**config.mk**
```make
export PLATFORM = sky130hd
export DESIGN_NAME = fetch_decode_buf
export DESIGN_NICKNAME = d
export VERILOG_FILES = /design/src/rtl/fd_pkg.sv /design/src/rtl/fd_sat_counter.sv /design/src/rtl/fetch_decode_buf.sv
export SDC_FILE = /design/constraint.sdc
export NUM_CORES = 1
export LEC_CHECK = 0
export BUFFER_PORTS_ARGS = -buffer_cell sky130_fd_sc_hd__buf_4
export CAP_MARGIN = 10
export CORE_MARGIN = 2
export CORE_UTILIZATION = 50
export DETAILED_ROUTE_END_ITERATION = 12
export GPL_ROUTABILITY_DRIVEN = 0
export GPL_TIMING_DRIVEN = 0
export PLACE_DENSITY = 0.76
export SETUP_SLACK_MARGIN = 0.4
export SKIP_CTS_REPAIR_TIMING = 1
export SLEW_MARGIN = 20
export SYNTH_ARGS = -nofsm -noshare
export SYNTH_HDL_FRONTEND = slang
export SYNTH_SLANG_ARGS = --single-unit
export TNS_END_PERCENT = 20
```
**constraint.sdc**
```tcl
create_clock -name clk_i -period 2.5 [get_ports clk_i]
set_clock_uncertainty 0.05 [all_clocks]
set_input_delay 0.125 -clock clk_i [delete_from_list [all_inputs] [get_ports clk_i]]
set_output_delay 0.125 -clock clk_i [all_outputs]
set_load 0.03 [all_outputs]
```
**src/rtl/fd_pkg.sv**
```systemverilog
// Shared types and constants for the fetch/decode buffer.
// Default widths, NOP encoding, FIFO state enum and entry layout.
package fd_pkg;

  localparam int FD_IWIDTH = 24;
  localparam int FD_PWIDTH = 16;
  localparam int FD_CNT_W  = 16;

  localparam logic [FD_IWIDTH-1:0] NOP_INSTR = '0;

  typedef enum logic [1:0] {
    EMPTY = 2'd0,
    ONE   = 2'd1,
    FULL  = 2'd2
  } fd_state_t;

  typedef struct packed {
    logic [FD_IWIDTH-1:0] instr;
    logic [FD_PWIDTH-1:0] pc;
    logic [FD_PWIDTH-1:0] next_pc;
  } fd_entry_t;

endpackage

```
**src/rtl/fd_sat_counter.sv**
```systemverilog
// Saturating up-counter with synchronous clear.
// Ports: clk_i, clr_i (sync clear), en_i (count), cnt_o (value).
module fd_sat_counter #(
  parameter int W = 16
) (
  input  logic         clk_i,
  input  logic         clr_i,
  input  logic         en_i,
  output logic [W-1:0] cnt_o
);

  logic [W-1:0] cnt_d;
  logic [W-1:0] cnt_q;

  always_comb begin
    cnt_d = cnt_q;
    if (en_i && (cnt_q != '1)) begin
      cnt_d = cnt_q + W'(1);
    end
  end

  always_ff @(posedge clk_i) begin
    if (clr_i) begin
      cnt_q <= '0;
    end else begin
      cnt_q <= cnt_d;
    end
  end

  assign cnt_o = cnt_q;

endmodule

```
**src/rtl/fetch_decode_buf.sv**
```systemverilog
// 2-entry fetch->decode skid FIFO with flush and optional stats.
// Ports: clk_i, rst_i (sync, active-high), f_* (fetch side),
// d_* (decode side), flush_i, stall_cnt_o/flush_cnt_o.
// Define FD_BUF_STATS_EN to build the saturating stat counters.
module fetch_decode_buf
  import fd_pkg::*;
#(
  parameter int IWIDTH = FD_IWIDTH,
  parameter int PWIDTH = FD_PWIDTH
) (
  input  logic              clk_i,
  input  logic              rst_i,
  input  logic              f_valid_i,
  output logic              f_ready_o,
  input  logic [IWIDTH-1:0] f_instr_i,
  input  logic [PWIDTH-1:0] f_pc_i,
  input  logic [PWIDTH-1:0] f_next_pc_i,
  output logic              d_valid_o,
  input  logic              d_ready_i,
  output logic [IWIDTH-1:0] d_instr_o,
  output logic [PWIDTH-1:0] d_pc_o,
  output logic [PWIDTH-1:0] d_next_pc_o,
  input  logic              flush_i,
  output logic [15:0]       stall_cnt_o,
  output logic [15:0]       flush_cnt_o
);

  // Entry layout at the instance widths.
  typedef struct packed {
    logic [IWIDTH-1:0] instr;
    logic [PWIDTH-1:0] pc;
    logic [PWIDTH-1:0] next_pc;
  } entry_t;

  fd_state_t state_d;
  fd_state_t state_q;
  entry_t    head_d;
  entry_t    head_q;
  entry_t    tail_d;
  entry_t    tail_q;
  entry_t    in_e;
  logic      push;
  logic      pop;

  assign f_ready_o = (state_q != FULL);
  assign d_valid_o = (state_q != EMPTY);

  assign push = f_valid_i & f_ready_o;
  assign pop  = d_valid_o & d_ready_i;

  assign in_e.instr   = f_instr_i;
  assign in_e.pc      = f_pc_i;
  assign in_e.next_pc = f_next_pc_i;

  // head_q is always the oldest entry; tail_q only matters in FULL.
  always_comb begin
    state_d = state_q;
    head_d  = head_q;
    tail_d  = tail_q;
    if (flush_i) begin
      state_d = EMPTY;
    end else begin
      case (state_q)
        EMPTY: begin
          if (push) begin
            head_d  = in_e;
            state_d = ONE;
          end
        end
        ONE: begin
          if (push && pop) begin
            head_d = in_e;
          end else if (push) begin
            tail_d  = in_e;
            state_d = FULL;
          end else if (pop) begin
            state_d = EMPTY;
          end
        end
        FULL: begin
          if (pop) begin
            head_d  = tail_q;
            state_d = ONE;
          end
        end
        default: begin
          state_d = EMPTY;
        end
      endcase
    end
  end

  always_ff @(posedge clk_i) begin
    if (rst_i) begin
      state_q <= EMPTY;
      head_q  <= '0;
      tail_q  <= '0;
    end else begin
      state_q <= state_d;
      head_q  <= head_d;
      tail_q  <= tail_d;
    end
  end

  // Stale head data is masked so an empty buffer presents a NOP.
  assign d_instr_o   = d_valid_o ? head_q.instr : IWIDTH'(NOP_INSTR);
  assign d_pc_o      = d_valid_o ? head_q.pc : '0;
  assign d_next_pc_o = d_valid_o ? head_q.next_pc : '0;

`ifdef FD_BUF_STATS_EN
  logic stall_en;
  assign stall_en = d_valid_o & ~d_ready_i;

  fd_sat_counter #(
    .W(FD_CNT_W)
  ) u_stall_cnt (
    .clk_i (clk_i),
    .clr_i (rst_i),
    .en_i  (stall_en),
    .cnt_o (stall_cnt_o)
  );

  fd_sat_counter #(
    .W(FD_CNT_W)
  ) u_flush_cnt (
    .clk_i (clk_i),
    .clr_i (rst_i),
    .en_i  (flush_i),
    .cnt_o (flush_cnt_o)
  );
`else
  assign stall_cnt_o = '0;
  assign flush_cnt_o = '0;
`endif

endmodule

```
# Word level (Yosys, flattened, before mapping)
# Cells that the tools add are included.
op_classes:
  mux: 13
  bitwise_logic: 4
  n_eq_ne: 8
  reduce_logical: 8
op_table:
  columns: ["cell", "n"]
  rows:
  - ["two-way mux 56 bit", 3]
  - ["case mux 56 bit (3 select lines)", 1]
  - ["two-way mux 16 bit", 2]
  - ["two-way mux 24 bit", 1]
  - ["two-way mux 2 bit", 5]
  - ["!= test 2 bit, second input constant", 5]
  - ["AND reduction 4 bit", 2]
  - ["case mux 2 bit (3 select lines)", 1]
  - ["AND reduction 5 bit", 1]
  - ["!= test 3 bit, second input constant", 1]
  - ["nonzero test 3 bit", 1]
  - ["AND 1 bit", 2]
  - ["equality test 2 x 1 -> 1 bit, second input constant", 1]
  - ["equality test 2 bit, second input constant", 1]
  - ["zero test 2 bit", 1]
  - ["NOT 1 bit", 2]
  - ["nonzero test 2 bit", 1]
  - ["OR reduction 2 bit", 1]
  - ["logical AND 1 bit", 1]
totals:
  output_inout_bits: 90
  word_cells: 40
  input_bits: 61
  regBits: 114

# Longest topological paths before layout
# Gate-level depths: netlist of run 1.
depth:
  ltp_word: 6
  ltp_mapped: 6
  mapped_depth_nobuf: 3

# Worst setup path after synthesis of run 1
# No wires, ideal clock.
synth_path:
  path_type: "register to register"
  start: "register state_q[1]"
  end: "register head_q[0] in the netlist's numbering"
  synth_period_minus_slack_ns: 1.545
  t_required_ns: 2.304
  path_slack_ns: 0.955
  stages_incl_launch_ff: 6
  setup_ns: 0.146
  n_path_buf: 2
  arrival_time_ns: 1.348
  cell_sequence: "dfxtp_1 > mux2_4 > buf_4 > buf_2 > a211oi_1 > a211oi_2"
synth_via:
  elab_chain_cells: 5
  elab_cells_between_ends: 14
  classes_between: "eq/ne (6); mux (1); bitwise (2); reduce/logical (5)"
synth_lines:
  columns: ["element", "line", "rtl"]
  rows:
  - ["start: declaration", "fetch_decode_buf.sv:36", "fd_state_t state_q;"]
  - ["start signal: assignment", "fetch_decode_buf.sv:99", "state_q <= state_d;"]
  - ["!= test 2 bit / nonzero test 2 bit (equally long branches)", "fetch_decode_buf.sv:45, fetch_decode_buf.sv:46", null]
  - ["AND 1 bit (on tied branches)", "fetch_decode_buf.sv:48, fetch_decode_buf.sv:49", null]
  - ["logical AND 1 bit", "fetch_decode_buf.sv:71", "if (push && pop) begin"]
  - ["!= test 2 bit (no line)", null, null]
  - ["AND reduction 5 bit (no line)", null, null]
  - ["end signal: assignment", "fetch_decode_buf.sv:96", "head_q <= '0;"]
  - ["end signal: assignment", "fetch_decode_buf.sv:100", "head_q <= head_d;"]
  - ["end: declaration", "fetch_decode_buf.sv:38", "entry_t head_q;"]
# Parallel ways exist; a longest one is shown, timed or not.
# A chain may end at the register's enable or synchronous reset.

# Final worst setup path of run 1
layout_path:
  start: "register state_q[0]"
  end: "output d_pc_o[10]"
layout_via:
  elab_chain_cells: 2
layout_lines:
  columns: ["element", "line", "rtl"]
  rows:
  - ["nonzero test 2 bit", "fetch_decode_buf.sv:46", "assign d_valid_o = (state_q != EMPTY);"]
  - ["two-way mux 16 bit", "fetch_decode_buf.sv:107", "assign d_pc_o = d_valid_o ? head_q.pc : '0;"]
  - ["end: declaration", "fetch_decode_buf.sv:21", "output logic [PWIDTH-1:0] d_pc_o,"]
# Every way passes these cells.

==> run metrics, run 1 <==
final setup fails=0; sequential share of the synthesized area=39.2%; Die Wd=~110 µm; CTS Buffer Depth=2; DRT iter0 DRCs=around 550; arrival time at the worst endpoint=1.83 ns; H-tree depth=4; Tcrit/Tclk final=80.0%; Final min period=between 2 and 2.5 ns; Setup crit start=state_q[0]; number of max-cap violations=0; top cells by count, synth=dfxtp_1 (114), a211oi_1 (73); pwr dens=between 600 and 700 mW/mm²; Top FF cell, synth=dfxtp_1; port bufs=about 120; Root Driver=clkbuf_16; Slew HR=roughly 45%; Die ar.=between 0.01 and 0.015 mm²; clock transition at the registers of the reported paths=~0.050 ns; Mapped Cells=630; DR vias=around 5700; overall global routing resource usage=about a quarter; Num CTS Buffers=17; Post-synth EDFFs=0; Slew Limit Fails=0; Async SR Flop Fraction=0%; critical path buffer and inverter count=3; first-pass GRT wire length=about 27000 µm; status=completed; worst path cell trace=nor2_2 > clkbuf_4 > buf_2 > nor2b_1 > buf_4; critical path's top delay family=buffers and inverters; flops & latches, synth=114; number of vias per cell=roughly 5.7; Slew @ Worst Pin=slightly above 0.8 ns; worst skew pair latency=0.41 ns; CTS tree=yes; Cell variety after synth=26; post-detail-place hpwl=approximately 12000 µm; Clock Sink Count=114; largest net degree at the start of global routing=17; final core occ=between 70% and 80%; # DRC=0; Initial Util=51.2%; worst path required time=2.33 ns; Synth area leader=dfxtp_1; Final Hold Viols=0; Avg Inst Size Synth=slightly above 9 µm²; io pins=roughly 150; fraction of layout instances using a drive strength above 1=between 20 and 30%; drt total wl=approximately 17000 µm; kind of critical path=reg2out; R2R Path Start=state_q[1]; count leader, synth=dfxtp_1; Ys Warns=0; P_leak=0.00356 µW; Core Region=0.0114 mm²; Pwr Total=approximately 5500 µW; die span in y=112 µm; Peak VDD IR=~400 µV; Antenna diodes=0; endpoint type of the worst setup path=output port; post-synth top area share=just under 40%; residual overflow from global routing=0; synthesized area=0.00582 mm²; Routed WL per cell=~17 µm; Worst setup SP type=register; DRT antenna net count=0; row count=39; Max FO, Critical Path=10; crit path max-delay cell type=dfxtp_1; Worst Hold Class=in2reg; delay of the slowest cell on the worst path=0.38 ns; f_max=~500 MHz; synth top area cells=dfxtp_1 (39%), mux2i_1 (9.6%), a211oi_1 (9.4%); vias in the first global route=5307; antenna violations before repair=0; final net count=slightly above 900; critical hold path startpoint=f_valid_i; RSZ-0062 raised after global routing=no; DR pass1 iterations=5; P&R area growth vs syn=41.4%
layout make-up:
class | count | area [µm²]
Buffer | 106 | 616
Clock buffer | 21 | 470
Clock inverter | 10 | 180
Fill cell | 799 | 3140
Inverter | 2 | 7.51
Multi-Input combinational cell | 439 | 3040
Sequential cell | 114 | 2280
Tap cell | 143 | 179
Timing Repair Buffer | 174 | 1450
kinds of logic (layout without fill, tap and decap cells):
group | count (synthesis) | after routing | share of synthesized area [%]
compound gates | 228 | 228 | 28.2
simple gates | 122 | 122 | 12.1
flops | 114 | 114 | 39.2
buf+inv | 108 | 313 | 10.5
mux | 57 | 57 | 9.89
other cells | 1 | 32 | 0.0644
per-stage QoR:
| step | TNS (ns) | area (µm²) | setup slack [ns] | hold WS [ns] | cells |
|---|---|---|---|---|---|
| 2_1_floorplan | 0 | 5940 | 0.955 | 0.155 | 661 |
| 3_3_place_gp | 0 | 6990 | 0.395 | 0.296 | 921 |
| 3_5_place_dp | 0 | 6990 | 0.384 | 0.303 | 921 |
| 4_1_cts | -0.113 | 7640 | -0.0544 | -0.121 | 952 |
| 5_1_grt | 0 | 8230 | 0.413 | 0.0230 | 1009 |
| 6_report | 0 | 8230 | 0.499 | 0.0167 | 1009 |
layout by cell type, fill, tap and decap left out, drive strengths merged:
cell | Yosys | routed
buf | 70 | 188
dfxtp | 114 | 114
a211oi | 113 | 113
dlygate4sd3 | 0 | 57
nor2b | 56 | 56
mux2i | 56 | 56
nand3 | 56 | 56
o21ai | 56 | 56
a21oi | 56 | 56
clkbuf | 36 | 56
conb | 1 | 32
bufinv | 0 | 5
clkinv | 0 | 3
inv | 2 | 2
a21o | 2 | 2
nand2b | 2 | 2
clkinvlp | 0 | 2
nor2 | 2 | 2
and4bb | 2 | 2
mux2 | 1 | 1
nand4bb | 1 | 1
nand3b | 1 | 1
a2111oi | 1 | 1
nand2 | 1 | 1
or3b | 1 | 1
sequential cells by signal, summed over array words and instances (netlist names):
signal / cells
state_q: 2
tail_q: 56
head_q: 56
where the power goes:
part / internal, µW / switching, µW / total, µW
registers: 1910 / 46.1 / 1950
clock network: 1840 / 845 / 2680
logic: 369 / 484 / 853
routing by layer:
| layer | global-route usage, % | up-vias | part of all wire (%) |
|---|---|---|---|
| met2 | 42.4 | 244 | 48 |
| li1 | - | 2701 | - |
| met5 | 0 | - | 0 |
| met1 | 33.4 | 2713 | 42 |
| met3 | 7.02 | 52 | 6.3 |
| met4 | 11.8 | 0 | 3.5 |
final timing paths:
path | endpoint | slack (ns) | cells after the start
worst min register to register | tail_q[48] | 0.42 | 2
worst max-delay path | d_pc_o[10] | 0.50 | 5
worst min-delay path | state_q[1] | 0.02 | 3
worst max register to register | head_q[55] | 0.67 | 5
tightest hold or removal path, stage by stage:
cell and delay (ns):
buf_4 0.13, nand3b_1 0.10, a2111oi_2 0.07
(Power assumes the default switching activity.)
==> run 2, diff against run 1 <==
Clock period 2.5 ns to 2 ns, I/O delays scaled along.
==> run 2 against run 1 <==
Against the previous run:
- register-to-register slack got worse by 0.37 ns
- final cell count increased by 0.99%
- highest routed layer unchanged
- die area unchanged
- critical endpoint is now d_next_pc_o[3]
- largest power group unchanged
- sequential share of layout area decreased by 1.4 points
- total power increased by 28%
- setup slack got worse by 0.24 ns
- largest cell class unchanged
- flip-flop and latch count unchanged
- global-route usage unchanged
- core utilization increased by 4.2 points
==> run metrics, run 2 (synthesis results as in run 1) <==
delay of the slowest cell on the worst path=0.41 ns (+0.03 ns); most common cell after layout, fill and taps aside=buf_4; Final min period=1.74 ns; hold_ws=0.0606 ns (+0.0439 ns); most frequent CP cell=buf_8; clock transition at the registers of the reported paths=0.05 ns (about the same); Slew HR=46.1% (+1.4 points); f_max=~570 MHz; antenna violations before repair=0 (unchanged); io pins=151 (unchanged); Antenna diodes=0 (unchanged); status=completed; P&R area growth vs syn=49.6%; post-detail-place hpwl=11700 µm (unchanged); DRT antenna net count=0 (unchanged); Num CTS Buffers=17 (unchanged); worst hold stages=4 (+1); kind of critical path=reg2out; final core occ=76.6% (+4.2 points); reg2reg path depth=5 (unchanged); endpoint type of the worst setup path=output port; number of vias per cell=5.80 (+2.5%); crit path max-delay cell type=dfxtp_4; final setup fails=0 (unchanged); H-tree depth=4 (unchanged); Peak VDD IR=451 µV (+12%); overall global routing resource usage=26.4% (unchanged); fill count=706 (-12%); pwr dens=807 mW/mm² (+21%); CTS Buffer Depth=2 (unchanged); RSZ-0062 raised after global routing=yes; Tcrit/Tclk final=just under 90%; DR vias=5913 (+3.6%); Root Driver=clkbuf_16; Clock Sink Count=114 (unchanged); DR pass1 iterations=5 (unchanged); final net count=925 (+1.1%); Max FO, Critical Path=10 (unchanged); fraction of layout instances using a drive strength above 1=37.9% (+8.0 points); Finished Layout Cells=1019 (+0.99%); drt total wl=19100 µm (+9.5%); placed cells=921 (unchanged); die span in y=112 µm (unchanged); P_leak=0.00373 µW (+4.9%); number of max-cap violations=0 (unchanged); largest net degree at the start of global routing=17 (unchanged); area of the multi-input gates=0.00329 mm² (+8.1%); DRT iter0 DRCs=540 (-1.6%); row count=39 (unchanged); first-pass GRT wire length=26600 µm (unchanged); worst path cell trace=nor2_4 > buf_8 > buf_8 > nor2b_1 > buf_4; CTS tree=yes; arrival time at the worst endpoint=1.59 ns (-0.24 ns); Pwr Total=7030 µW (+28%); Routed WL per cell=18.7 µm (+8.4%); Final Hold Viols=0 (unchanged); Die Wd=112 µm (unchanged); Slew Limit Fails=0 (unchanged); Core Region=0.0114 mm² (unchanged); Die ar.=0.0125 mm² (unchanged); vias in the first global route=5307 (unchanged); # DRC=0 (unchanged); port bufs=117 (unchanged); worst skew pair latency=0.41 ns (about the same); worst path required time=1.85 ns (-0.48 ns); most frequent cells in the layout=buf_4 (160), dfxtp_1 (112), a211oi_2 (74), dlygate4sd3_1 (58); Slew @ Worst Pin=0.808 ns (-0.0204 ns); Worst Setup Slack, final=0.258 ns (-0.241 ns); sequential cell area=0.00229 mm² (+0.33%); Worst setup SP type=register; Largest regs=head_q (56), tail_q (56), state_q (2); Worst Hold Class=in2reg; Initial Util=51.2% (unchanged); residual overflow from global routing=0 (unchanged); pre-CTS setup slack=-0.0912 ns (-0.475 ns); R2R Setup Slk=0.30 ns (-0.37 ns)
[run 2: changes by cell type in the layout (fill, tap and decap cells not counted), sizes merged]
| cell | before | now |
|---|---|---|
| buf | 188 | 196 |
| clkbuf | 56 | 57 |
| dlygate4sd3 | 57 | 58 |
[run 2: worst paths after layout]
kind / from / to
max: state_q[1] / d_next_pc_o[3]
min: f_valid_i / state_q[0]
max reg2reg: state_q[0] / head_q[45]
min reg2reg: tail_q[33] / tail_q[33]
[run 2: through the flow]
| step | TNS (ns) | cell area, µm² |
|---|---|---|
| 6_report | 0 | 8710 |
| 5_1_grt | 0 | 8710 |
| 4_1_cts | -13.12 | 7640 |
| 3_5_place_dp | -0.483 | 6990 |
| 3_3_place_gp | -0.294 | 6990 |
| 2_1_floorplan | 0 | 5940 |
[run 2: power breakdown]
part	internal, µW	switching, µW	total, µW
clock	2300	1080	3380
combinational	534	655	1190
sequential	2380	76.9	2460
[run 2: metal layers]
layer  global-route usage (%)  part of all wire [%]
met4                     11.8                   3.0
met2                     42.4                    49
met5                        0                     0
met3                     7.02                   8.0
met1                     33.4                    40
[run 2: layout make-up]
type / count / share of cell area (%)
Buffer: 106 / 8.62
Clock buffer: 21 / 5.40
Clock inverter: 10 / 2.07
Inverter: 2 / 0.0862
Multi-Input combinational cell: 439 / 37.8
Sequential cell: 114 / 26.3
Tap cell: 143 / 2.05
Timing Repair Buffer: 184 / 17.7
[run 2: critical path, delay by kind of cell (launching register included)]
kind                   cells  cell delay (ns)
buffers and inverters      3             0.50
flip-flops                 1             0.41
AND/OR/NAND/NOR            2             0.27
